`config.mk`:
```
export PLATFORM = sky130hd
export DESIGN_NAME = mux_scan_sequencer_flat
export DESIGN_NICKNAME = d
export VERILOG_FILES = /design/src/rtl/mux_scan_sequencer_pkg.sv /design/src/rtl/mux_scan_sequencer_if.sv /design/src/rtl/mux_scan_sequencer_settle_cnt.sv /design/src/rtl/mux_scan_sequencer.sv /design/src/flat_wrapper.sv
export SDC_FILE = /design/constraint.sdc
export NUM_CORES = 1
export LEC_CHECK = 0
export CORE_ASPECT_RATIO = 1.1
export CORE_UTILIZATION = 36
export CTS_CLUSTER_DIAMETER = 100
export DETAILED_ROUTE_END_ITERATION = 10
export DONT_BUFFER_PORTS = 1
export MAX_ROUTING_LAYER = met4
export SKIP_CTS_REPAIR_TIMING = 1
export SLEW_MARGIN = 20
export SYNTH_ARGS = -nofsm -noshare
export SYNTH_HDL_FRONTEND = slang
export SYNTH_SLANG_ARGS = --single-unit
export TNS_END_PERCENT = 30
```
`constraint.sdc`:
```
create_clock -name clk -period 3.1 [get_ports clk]
set_input_delay 0.31 -clock clk [delete_from_list [all_inputs] [get_ports clk]]
set_output_delay 0.31 -clock clk [all_outputs]
set_load 0.01 [all_outputs]
```
`src/rtl/mux_scan_sequencer_pkg.sv`:
```
// Shared types and constants for the 16:1 mux scan sequencer.
// The parity feature is compiled in with MUX_SCAN_PARITY_EN.
package mux_scan_pkg;

  localparam int unsigned N_CH_C  = 16;
  localparam int unsigned SEL_W_C = 4;
  localparam int unsigned CNT_W_C = 4;

  typedef enum logic [1:0] {
    IDLE        = 2'd0,
    SETTLE_WAIT = 2'd1,
    SAMPLE      = 2'd2,
    DONE        = 2'd3
  } state_t;

  // Cycles from the start-accept edge to the data_valid rise.
  function automatic int unsigned scan_latency(input int unsigned settle);
    return N_CH_C * (settle + 1);
  endfunction

endpackage

```
`src/rtl/mux_scan_sequencer_if.sv`:
```
// Downstream word handshake of the mux scan sequencer.
// The parity_err member exists only with MUX_SCAN_PARITY_EN.
interface mux_scan_sequencer_if;
  import mux_scan_pkg::*;

  logic [N_CH_C-1:0] data_out;
  logic              data_valid;
  logic              data_ready;
`ifdef MUX_SCAN_PARITY_EN
  logic              parity_err;

  modport master (output data_out, output data_valid, output parity_err, input data_ready);
  modport slave  (input data_out, input data_valid, input parity_err, output data_ready);
`else
  modport master (output data_out, output data_valid, input data_ready);
  modport slave  (input data_out, input data_valid, output data_ready);
`endif

endinterface

```
`src/rtl/mux_scan_sequencer_settle_cnt.sv`:
```
// Loadable down-counter that times the settle interval after each select change.
// It stops at zero, and done_c flags the last wait cycle.
module scan_settle_cnt
  import mux_scan_pkg::*;
(
  input  logic               clk,
  input  logic               reset,
  input  logic               load,
  input  logic [CNT_W_C-1:0] load_val,
  output logic               done_c
);

  logic [CNT_W_C-1:0] cnt;

  always_ff @(posedge clk) begin
    if (reset) begin
      cnt <= '0;
    end else if (load) begin
      cnt <= load_val;
    end else if (cnt != '0) begin
      cnt <= cnt - CNT_W_C'(1);
    end
  end

  assign done_c = (cnt == CNT_W_C'(1));

endmodule

```
`src/rtl/mux_scan_sequencer.sv`:
```
// Scans a 16:1 mux through all channels, samples each after a settle delay, and
// hands the assembled word downstream. The MUX_SCAN_PARITY_EN macro adds a parity check.
module mux_scan_sequencer
  import mux_scan_pkg::*;
#(
  parameter int unsigned N_CH   = N_CH_C,
  parameter int unsigned SEL_W  = SEL_W_C,
  parameter int unsigned SETTLE = 1
) (
  input  logic             clk,
  input  logic             reset,
  input  logic             start,
  input  logic             mux_f,
`ifdef MUX_SCAN_PARITY_EN
  input  logic             exp_parity,
`endif
  output logic [SEL_W-1:0] sel,
  output logic             busy,
  mux_scan_sequencer_if.master bus
);

  localparam logic [SEL_W-1:0] LAST_SEL = SEL_W'(N_CH - 1);
  // With no settle time, each select change goes straight back to SAMPLE.
  localparam state_t AFTER_SEL = (SETTLE == 0) ? SAMPLE : SETTLE_WAIT;

  state_t          state;
  logic [N_CH-1:0] cap;
  logic [N_CH-1:0] cap_nxt_c;
  logic            load_c;
  logic            settle_done_c;
`ifdef MUX_SCAN_PARITY_EN
  logic            exp_par_q;
`endif

  always_comb begin
    cap_nxt_c      = cap;
    cap_nxt_c[sel] = mux_f;
  end

  assign load_c = ((state == IDLE) && start) || ((state == SAMPLE) && (sel != LAST_SEL));

  scan_settle_cnt u_settle_cnt (
    .clk      (clk),
    .reset    (reset),
    .load     (load_c),
    .load_val (CNT_W_C'(SETTLE)),
    .done_c   (settle_done_c)
  );

  always_ff @(posedge clk) begin
    if (reset) begin
      state          <= IDLE;
      sel            <= '0;
      busy           <= 1'b0;
      cap            <= '0;
      bus.data_out   <= '0;
      bus.data_valid <= 1'b0;
`ifdef MUX_SCAN_PARITY_EN
      bus.parity_err <= 1'b0;
      exp_par_q      <= 1'b0;
`endif
    end else begin
      case (state)
        IDLE: begin
          if (start) begin
            sel   <= '0;
            busy  <= 1'b1;
            cap   <= '0;
            state <= AFTER_SEL;
`ifdef MUX_SCAN_PARITY_EN
            exp_par_q <= exp_parity;
`endif
          end
        end
        SETTLE_WAIT: begin
          if (settle_done_c) state <= SAMPLE;
        end
        SAMPLE: begin
          cap <= cap_nxt_c;
          if (sel == LAST_SEL) begin
            bus.data_out   <= cap_nxt_c;
            bus.data_valid <= 1'b1;
            state          <= DONE;
`ifdef MUX_SCAN_PARITY_EN
            bus.parity_err <= (^cap_nxt_c) != exp_par_q;
`endif
          end else begin
            sel   <= sel + SEL_W'(1);
            state <= AFTER_SEL;
          end
        end
        DONE: begin
          // Word and select stay frozen until the downstream takes the word.
          if (bus.data_ready) begin
            bus.data_valid <= 1'b0;
            busy           <= 1'b0;
            state          <= IDLE;
`ifdef MUX_SCAN_PARITY_EN
            bus.parity_err <= 1'b0;
`endif
          end
        end
        default: state <= IDLE;
      endcase
    end
  end

endmodule

```
`src/flat_wrapper.sv`:
```
// flat-port wrapper written by rule: the top's interface ports become plain ports
module mux_scan_sequencer_flat import mux_scan_pkg::*;
#(
  parameter int unsigned N_CH   = N_CH_C,
  parameter int unsigned SEL_W  = SEL_W_C,
  parameter int unsigned SETTLE = 1
)
  (clk, reset, start, mux_f, sel, busy, bus_data_out, bus_data_valid, bus_data_ready);
  mux_scan_sequencer_if bus_i ();
  input  logic clk;
  input  logic reset;
  input  logic start;
  input  logic mux_f;
  output logic [SEL_W-1:0] sel;
  output logic busy;
  output wire logic [$bits(bus_i.data_out)-1:0] bus_data_out;
  output wire logic [$bits(bus_i.data_valid)-1:0] bus_data_valid;
  input wire logic [$bits(bus_i.data_ready)-1:0] bus_data_ready;
  assign bus_data_out = bus_i.data_out;
  assign bus_data_valid = bus_i.data_valid;
  assign bus_i.data_ready = bus_data_ready;
  mux_scan_sequencer #(.N_CH(N_CH), .SEL_W(SEL_W), .SETTLE(SETTLE)) u_core (.clk(clk), .reset(reset), .start(start), .mux_f(mux_f), .sel(sel), .busy(busy), .bus(bus_i));
endmodule
```
==> flow_summary.json, run 1 <==
{
  "rsz0062_at_grt": "false",
  "insertion_delay_ps": 290,
  "netSwitchingFraction_pct": 28.2,
  "timing.critical_path.to": "u_core.state[1]",
  "power_report.internal_total_w": 0.000940,
  "outcome": "finished, final reports clean",
  "post_route_cells_drive_above_1_share_pct": 7.98,
  "timing.max_slew.rel_slack_pct": 53.5,
  "routedWlPerCell_um": 14.4,
  "worst_r2r_startpoint": "u_core.sel[3]",
  "drt_iter0_drc": 103,
  "synth-async-reset-ratio_pct": 0,
  "grt_usage_pct": 15.4,
  "yosysSeqAreaShare_pct": 38.8,
  "grt.overflow.total": 0,
  "area.growth.synth_to_final_pct": 5.20,
  "ys_dominant_reg_cell": "sky130_fd_sc_hd__dfxtp_1",
  "worst_setup_path_end_kind": "flip-flop",
  "powerDensity_nw_per_um2": 561,
  "syn_area_um2": 2220,
  "cts-htree-levels": 2,
  "place.detailed.hpwl_mm": 2.98,
  "design_area_um2": 2330,
  "number_of_flops_mapped_to_enable_cells_by_yosys": 0,
  "design.die.area_um2": 6470,
  "power.combinational.fraction_pct": 19.2,
  "post-route-min-period_ps": 1910,
  "rr_worst_depth": 3,
  "routabilityCongestion": 0.767,
  "number_of_antenna_violations_at_the_first_check_in_global_routing": 0,
  "clock_path_buffers": 2,
  "tritoncts_clock_tree": "built",
  "n_antenna_cell": 0,
  "first_global_vias": 1556,
  "std_cell_rows": 29,
  "seqPwrFrac_pct": 47.8,
  "post_synth_num_cell_types": 39,
  "synthesis.instances": 249,
  "timing.setup.critical_path_class": "flip-flop to flip-flop",
  "routed-via-count": 1665,
  "worst_slew_pin_slew_ps": 696,
  "final_min_period_over_clock_period_pct": 61.5,
  "root_buffer": "sky130_fd_sc_hd__clkbuf_8",
  "cp_max_fo": 22,
  "route.antenna.remaining_nets": 0,
  "ff2ff_setup_slack_ps": 1190,
  "clockPowerShare_pct": 33.0,
  "clkSlewWorstSetupHoldPaths_ps": 80,
  "pin_count": 27,
  "cts_inserted_buffers": 5,
  "synthTopCellsByArea": "sky130_fd_sc_hd__dfxtp_1, sky130_fd_sc_hd__mux2i_1, sky130_fd_sc_hd__o21ai_0",
  "synth-warning-count": 0,
  "crit_start": "u_core.sel[3]",
  "total_wirelength_mm": 4.55,
  "nFillCells": 593,
  "synth_top_area_share_pct": 38.8,
  "coreArea_um2": 5840,
  "grt_start_max_net_pins": 46,
  "drt_pass_1_iters": 4,
  "timing.fmax_mhz": 524,
  "number_of_pins_with_negative_max_slew_slack_in_the_final_report": 0,
  "buffer_ports.inserted": 0,
  "totalPowerFinal_w": 0.00131,
  "crit_chain": "and4b_4, and2_4, o311a_1",
  "post-route-drc-count": 0,
  "slowest_delay_ps": 770,
  "dp.cells": 307,
  "synth_fp_nets": 264,
  "finalNonFillerCells": 315,
  "detailed_place.area_um2": 2220,
  "total_of_flip_flops_plus_latches_after_synthesis": 43,
  "finalSetupViolations": 0,
  "power.leakage_nw": 0.848,
  "timing.hold.ws_ps": 95.4,
  "fp.dieW_um": 76.8,
  "cp.required_ps": 3330,
  "drt-vias-per-instance": 5.29,
  "crit_path_top_delay_cell": "sky130_fd_sc_hd__dfxtp_1",
  "number_of_hold_slack_violations_in_the_final_timing_report": 0,
  "fin_worst_skew_ps": 6.81,
  "drv_cap": 0,
  "cts.sink_count": 43,
  "initial_standard_cell_utilization_of_the_core_pct": 37.9,
  "global_route_wire_length_before_repair_mm": 7.84,
  "floorplan.die.height_um": 84.3,
  "avgSynthCellArea_um2": 8.90,
  "netlist.top_cell.by_area": "sky130_fd_sc_hd__dfxtp_1",
  "power_switching_w": 0.000368,
  "critPathArrivalTime_ps": 2140,
  "ir_drop_mv": 0.459,
  "timing.critical_path.from_type": "flip-flop",
  "timing.setup.tns_ps": 0,
  "worstReg2RegEnd": "u_core.state[1]",
  "finish.net_count": 252,
  "hold_path_class": "input port to flip-flop"
}
## synth_stat cells (all sizes together) (4+ instances only)
cell type  number
o21ai          27
nand3          13
clkbuf          8
dfxtp          43
nor3b           4
nor2            6
nor3            6
nor2b          16
a21oi           8
ha             10
nand3b          8
nand2b         15
inv             5
buf            14
mux2i          16
nand2          15
## worst max-delay path: cells and delay by family (launching register included)
| kind | cells | cell delay [ps] |
|---|---|---|
| simple gates | 2 | 860 |
| flops | 1 | 770 |
| compound gates | 1 | 200 |
## power groups by stage
stage          sequential, W  combinational, W  clock [W]
2_1_floorplan       0.000617          0.000239          0
3_3_place_gp        0.000638          0.000250          0
3_5_place_dp        0.000638          0.000253          0
4_1_cts             0.000625          0.000254   0.000448
5_1_grt             0.000632          0.000287   0.000468
6_report            0.000625          0.000251   0.000432
## cells by family (layout without fill, tap and decap cells)
family / count (synthesis) / count (layout) / share of synthesized area, %
AND/OR/NAND/NOR: 94 / 94 / 24.6
AO/OA/AOI/OAI: 57 / 57 / 16.7
flip-flops: 43 / 43 / 38.8
buffers and inverters: 27 / 16 / 6.21
multiplexers: 16 / 16 / 7.23
adder cells (fa/ha/maj): 10 / 10 / 5.65
XOR/XNOR: 2 / 2 / 0.791
## state kept, by name (all words and copies together) (netlist names)
register                 flops
u_core.bus.data_valid        1
u_core.busy                  1
u_core.u_settle_cnt.cnt      4
u_core.sel                   4
u_core.cap                  15
u_core.state                 2
u_core.bus.data_out         16
## metal layers
layer,GRT usage [%],vias up,share of wire (%)
met5,-,-,0
met4,4.55,0,0.55
met3,4.57,2,6.1
met2,24.0,30,46
met1,19.2,780,47
li1,-,853,-
## cell usage in the layout, fill, tap and decap left out, drive strengths merged, types with 2 or more instances in the layout
cell / netlist / final
dfxtp: 43 / 43
o21ai: 27 / 27
mux2i: 16 / 16
nor2b: 16 / 16
nand2b: 15 / 15
nand2: 15 / 15
nand3: 13 / 13
ha: 10 / 10
a21oi: 8 / 8
nand3b: 8 / 8
nor2: 6 / 6
nor3: 6 / 6
inv: 5 / 5
clkbuf: 8 / 5
nor3b: 4 / 4
a211oi: 3 / 3
and3: 3 / 3
o22ai: 3 / 3
a32o: 3 / 3
nand4: 3 / 3
buf: 14 / 3
o21bai: 2 / 2
a311oi: 2 / 2
a41oi: 2 / 2
or3b: 2 / 2
o21ba: 2 / 2
a2111oi: 2 / 2
clkinv: 0 / 2
## worst min path at each step
stage / startpoint / end / slack, ps / cells past startpoint
after floorplan: bus_data_ready / u_core.bus.data_valid / 430 / 1
after global placement: reset / u_core.sel[0] / 390 / 1
after detailed placement: reset / u_core.sel[1] / 390 / 1
after CTS: reset / u_core.sel[0] / 70 / 1
after global routing: reset / u_core.sel[0] / 70 / 1
final: reset / u_core.sel[0] / 100 / 1
## per-stage QoR
stage               utilization (%)  setup WS, ps
floorplan                         -          1610
global placement               37.9          1290
detailed placement             37.9          1230
CTS                            39.9          1200
global route                   39.9          1070
finish                         39.9          1190
## area by class of cell
type	count	area (µm²)	area share [%]
Tap cell	77	96.3	4.13
Sequential cell	43	861	36.9
Timing Repair Buffer	3	22.5	0.966
Multi-Input combinational cell	179	1220	52.3
Clock inverter	3	43.8	1.88
Inverter	5	18.8	0.805
Clock buffer	5	68.8	2.95
Power figures use the tool's default switching activity.
==> inputs of run 2 (changes only) <==
==> constraint.sdc (replaced) <==
create_clock -name clk -period 1.92 [get_ports clk]
set_input_delay 0.192 -clock clk [delete_from_list [all_inputs] [get_ports clk]]
set_output_delay 0.192 -clock clk [all_outputs]
set_load 0.01 [all_outputs]
==> flow_summary.json, run 2 (synthesis gave the netlist of run 1 again) <==
{
  "place.detailed.hpwl_mm": 3.12,
  "cp.required_ps": 2110,
  "cts-htree-levels": 2,
  "largest_register_ff_count": 16,
  "routabilityCongestion": 0.796,
  "layout.cells.most_common_list": "sky130_fd_sc_hd__dfxtp_1, sky130_fd_sc_hd__o21ai_0, sky130_fd_sc_hd__mux2i_1",
  "grt_most_used_layer": "met2",
  "critPathArrivalTime_ps": 1770,
  "area.growth.synth_to_final_pct": 8.47,
  "timing.critical_path.from_type": "flip-flop",
  "std_cell_rows": 29,
  "tritoncts_clock_tree": "built",
  "nFillCells": 607,
  "first_global_vias": 1599,
  "final_min_period_over_clock_period_pct": 82.2,
  "fp.dieW_um": 76.8,
  "drt-vias-per-instance": 5.29,
  "post-route-min-period_ps": 1580,
  "post-route-drc-count": 0,
  "cts_inserted_buffers": 5,
  "buffer_ports.inserted": 0,
  "rsz0062_at_grt": "false",
  "root_buffer": "sky130_fd_sc_hd__clkbuf_8",
  "hold_path_class": "input port to flip-flop",
  "clock_path_buffers": 2,
  "clkSlewWorstSetupHoldPaths_ps": 90,
  "worst_slew_pin_slew_ps": 624,
  "drt_pass_1_iters": 4,
  "coreArea_um2": 5840,
  "total_wirelength_mm": 4.73,
  "totalPowerFinal_w": 0.00215,
  "initial_standard_cell_utilization_of_the_core_pct": 37.9,
  "grt.overflow.total": 0,
  "slowest_delay_ps": 420,
  "timing.max_slew.rel_slack_pct": 58.2,
  "final_common_cell": "sky130_fd_sc_hd__dfxtp_1",
  "n_antenna_cell": 0,
  "rr_worst_depth": 5,
  "grt_usage_pct": 16.3,
  "powerDensity_nw_per_um2": 895,
  "drt_iter0_drc": 98,
  "insertion_delay_ps": 300,
  "max_flop_register": "u_core.bus.data_out",
  "finish.net_count": 261,
  "power.leakage_nw": 0.893,
  "use_met1_pct": 22.1,
  "outcome": "finished, final reports clean",
  "cts.sink_count": 43,
  "cp_max_fo": 8,
  "number_of_hold_slack_violations_in_the_final_timing_report": 0,
  "post_route_cells_drive_above_1_share_pct": 10.5,
  "routed-via-count": 1715,
  "fin_worst_skew_ps": 11.9,
  "timing.setup.tns_ps": 0,
  "number_of_pins_with_negative_max_slew_slack_in_the_final_report": 0,
  "worst_setup_path_end_kind": "flip-flop",
  "design.die.area_um2": 6470,
  "drv_cap": 0,
  "route.antenna.remaining_nets": 0,
  "finalSetupViolations": 0,
  "number_of_antenna_violations_at_the_first_check_in_global_routing": 0,
  "grt_start_max_net_pins": 46,
  "use_met3_pct": 4.35,
  "floorplan.die.height_um": 84.3,
  "biggestRegsByFlops": "u_core.bus.data_out x16, u_core.cap x15",
  "hold-path-cell-count": 2,
  "global_route_wire_length_before_repair_mm": 8.18,
  "crit_chain": "inv_1, ha_1, nor3b_1, mux2i_1, o21ai_0",
  "pin_count": 27,
  "gr-usage-met2_pct": 23.1,
  "routedWlPerCell_um": 14.6,
  "timing.fmax_mhz": 634,
  "crit_path_top_delay_cell": "sky130_fd_sc_hd__dfxtp_1",
  "timing.setup.critical_path_class": "flip-flop to flip-flop",
  "ir_drop_mv": 0.698
}
==> run 2: changes by cell type in the layout (fill, tap and decap cells not counted) <==
cell,delta
sky130_fd_sc_hd__buf_4,+7
sky130_fd_sc_hd__dlygate4sd3_1,+2
==> run 2: worst paths after layout <==
path | startpoint | slack (ps) | to
min reg2reg | u_core.cap[13] | 480 | u_core.cap[13]
max | u_core.sel[0] | 340 | u_core.cap[0]
min | reset | 70 | u_core.bus.data_out[9]
max reg2reg | u_core.sel[0] | 340 | u_core.cap[0]
==> run 2: stage by stage <==
stage	area [µm²]	hold slack, ps	std cells	setup WS, ps	utilization (%)
floorplan	2220	311	249	427	-
global placement	2270	270	314	375	38.8
detailed placement	2270	271	314	351	38.8
CTS	2380	-51.7	322	341	40.8
global route	2400	56.1	324	138	41.1
finish	2400	74.2	324	342	41.1
==> run 2: worst max-delay path, delay by kind of cell (launching register included) <==
kind	cells	cell delay [ps]
buffers and inverters	1	180
AND/OR/NAND/NOR	1	280
multiplexers	1	210
adder cells (fa/ha/maj)	1	300
flip-flops	1	420
AO/OA/AOI/OAI	1	80
==> run 2: final cells by class <==
class	instances	area (µm²)	area share, %
multi-input cells	179	1220	50.8
flip-flops and latches	43	861	35.8
clock buffers	5	68.8	2.86
inverters	5	18.8	0.781
well taps	77	96.3	4.01
clock inverters	3	43.8	1.82
repair buffers	12	95.1	3.96
==> run 2: report_power, final <==
part | internal (W) | switching, W
Clock | 0.000388 | 0.000325
Sequential | 0.000941 | 0.0000557
Combinational | 0.000204 | 0.000238
==> run 2: metal layers <==
layer	vias up	part of all wire (%)
li1	877	-
met1	800	49
met2	33	45
met3	5	4.9
met4	0	1.0
met5	-	0
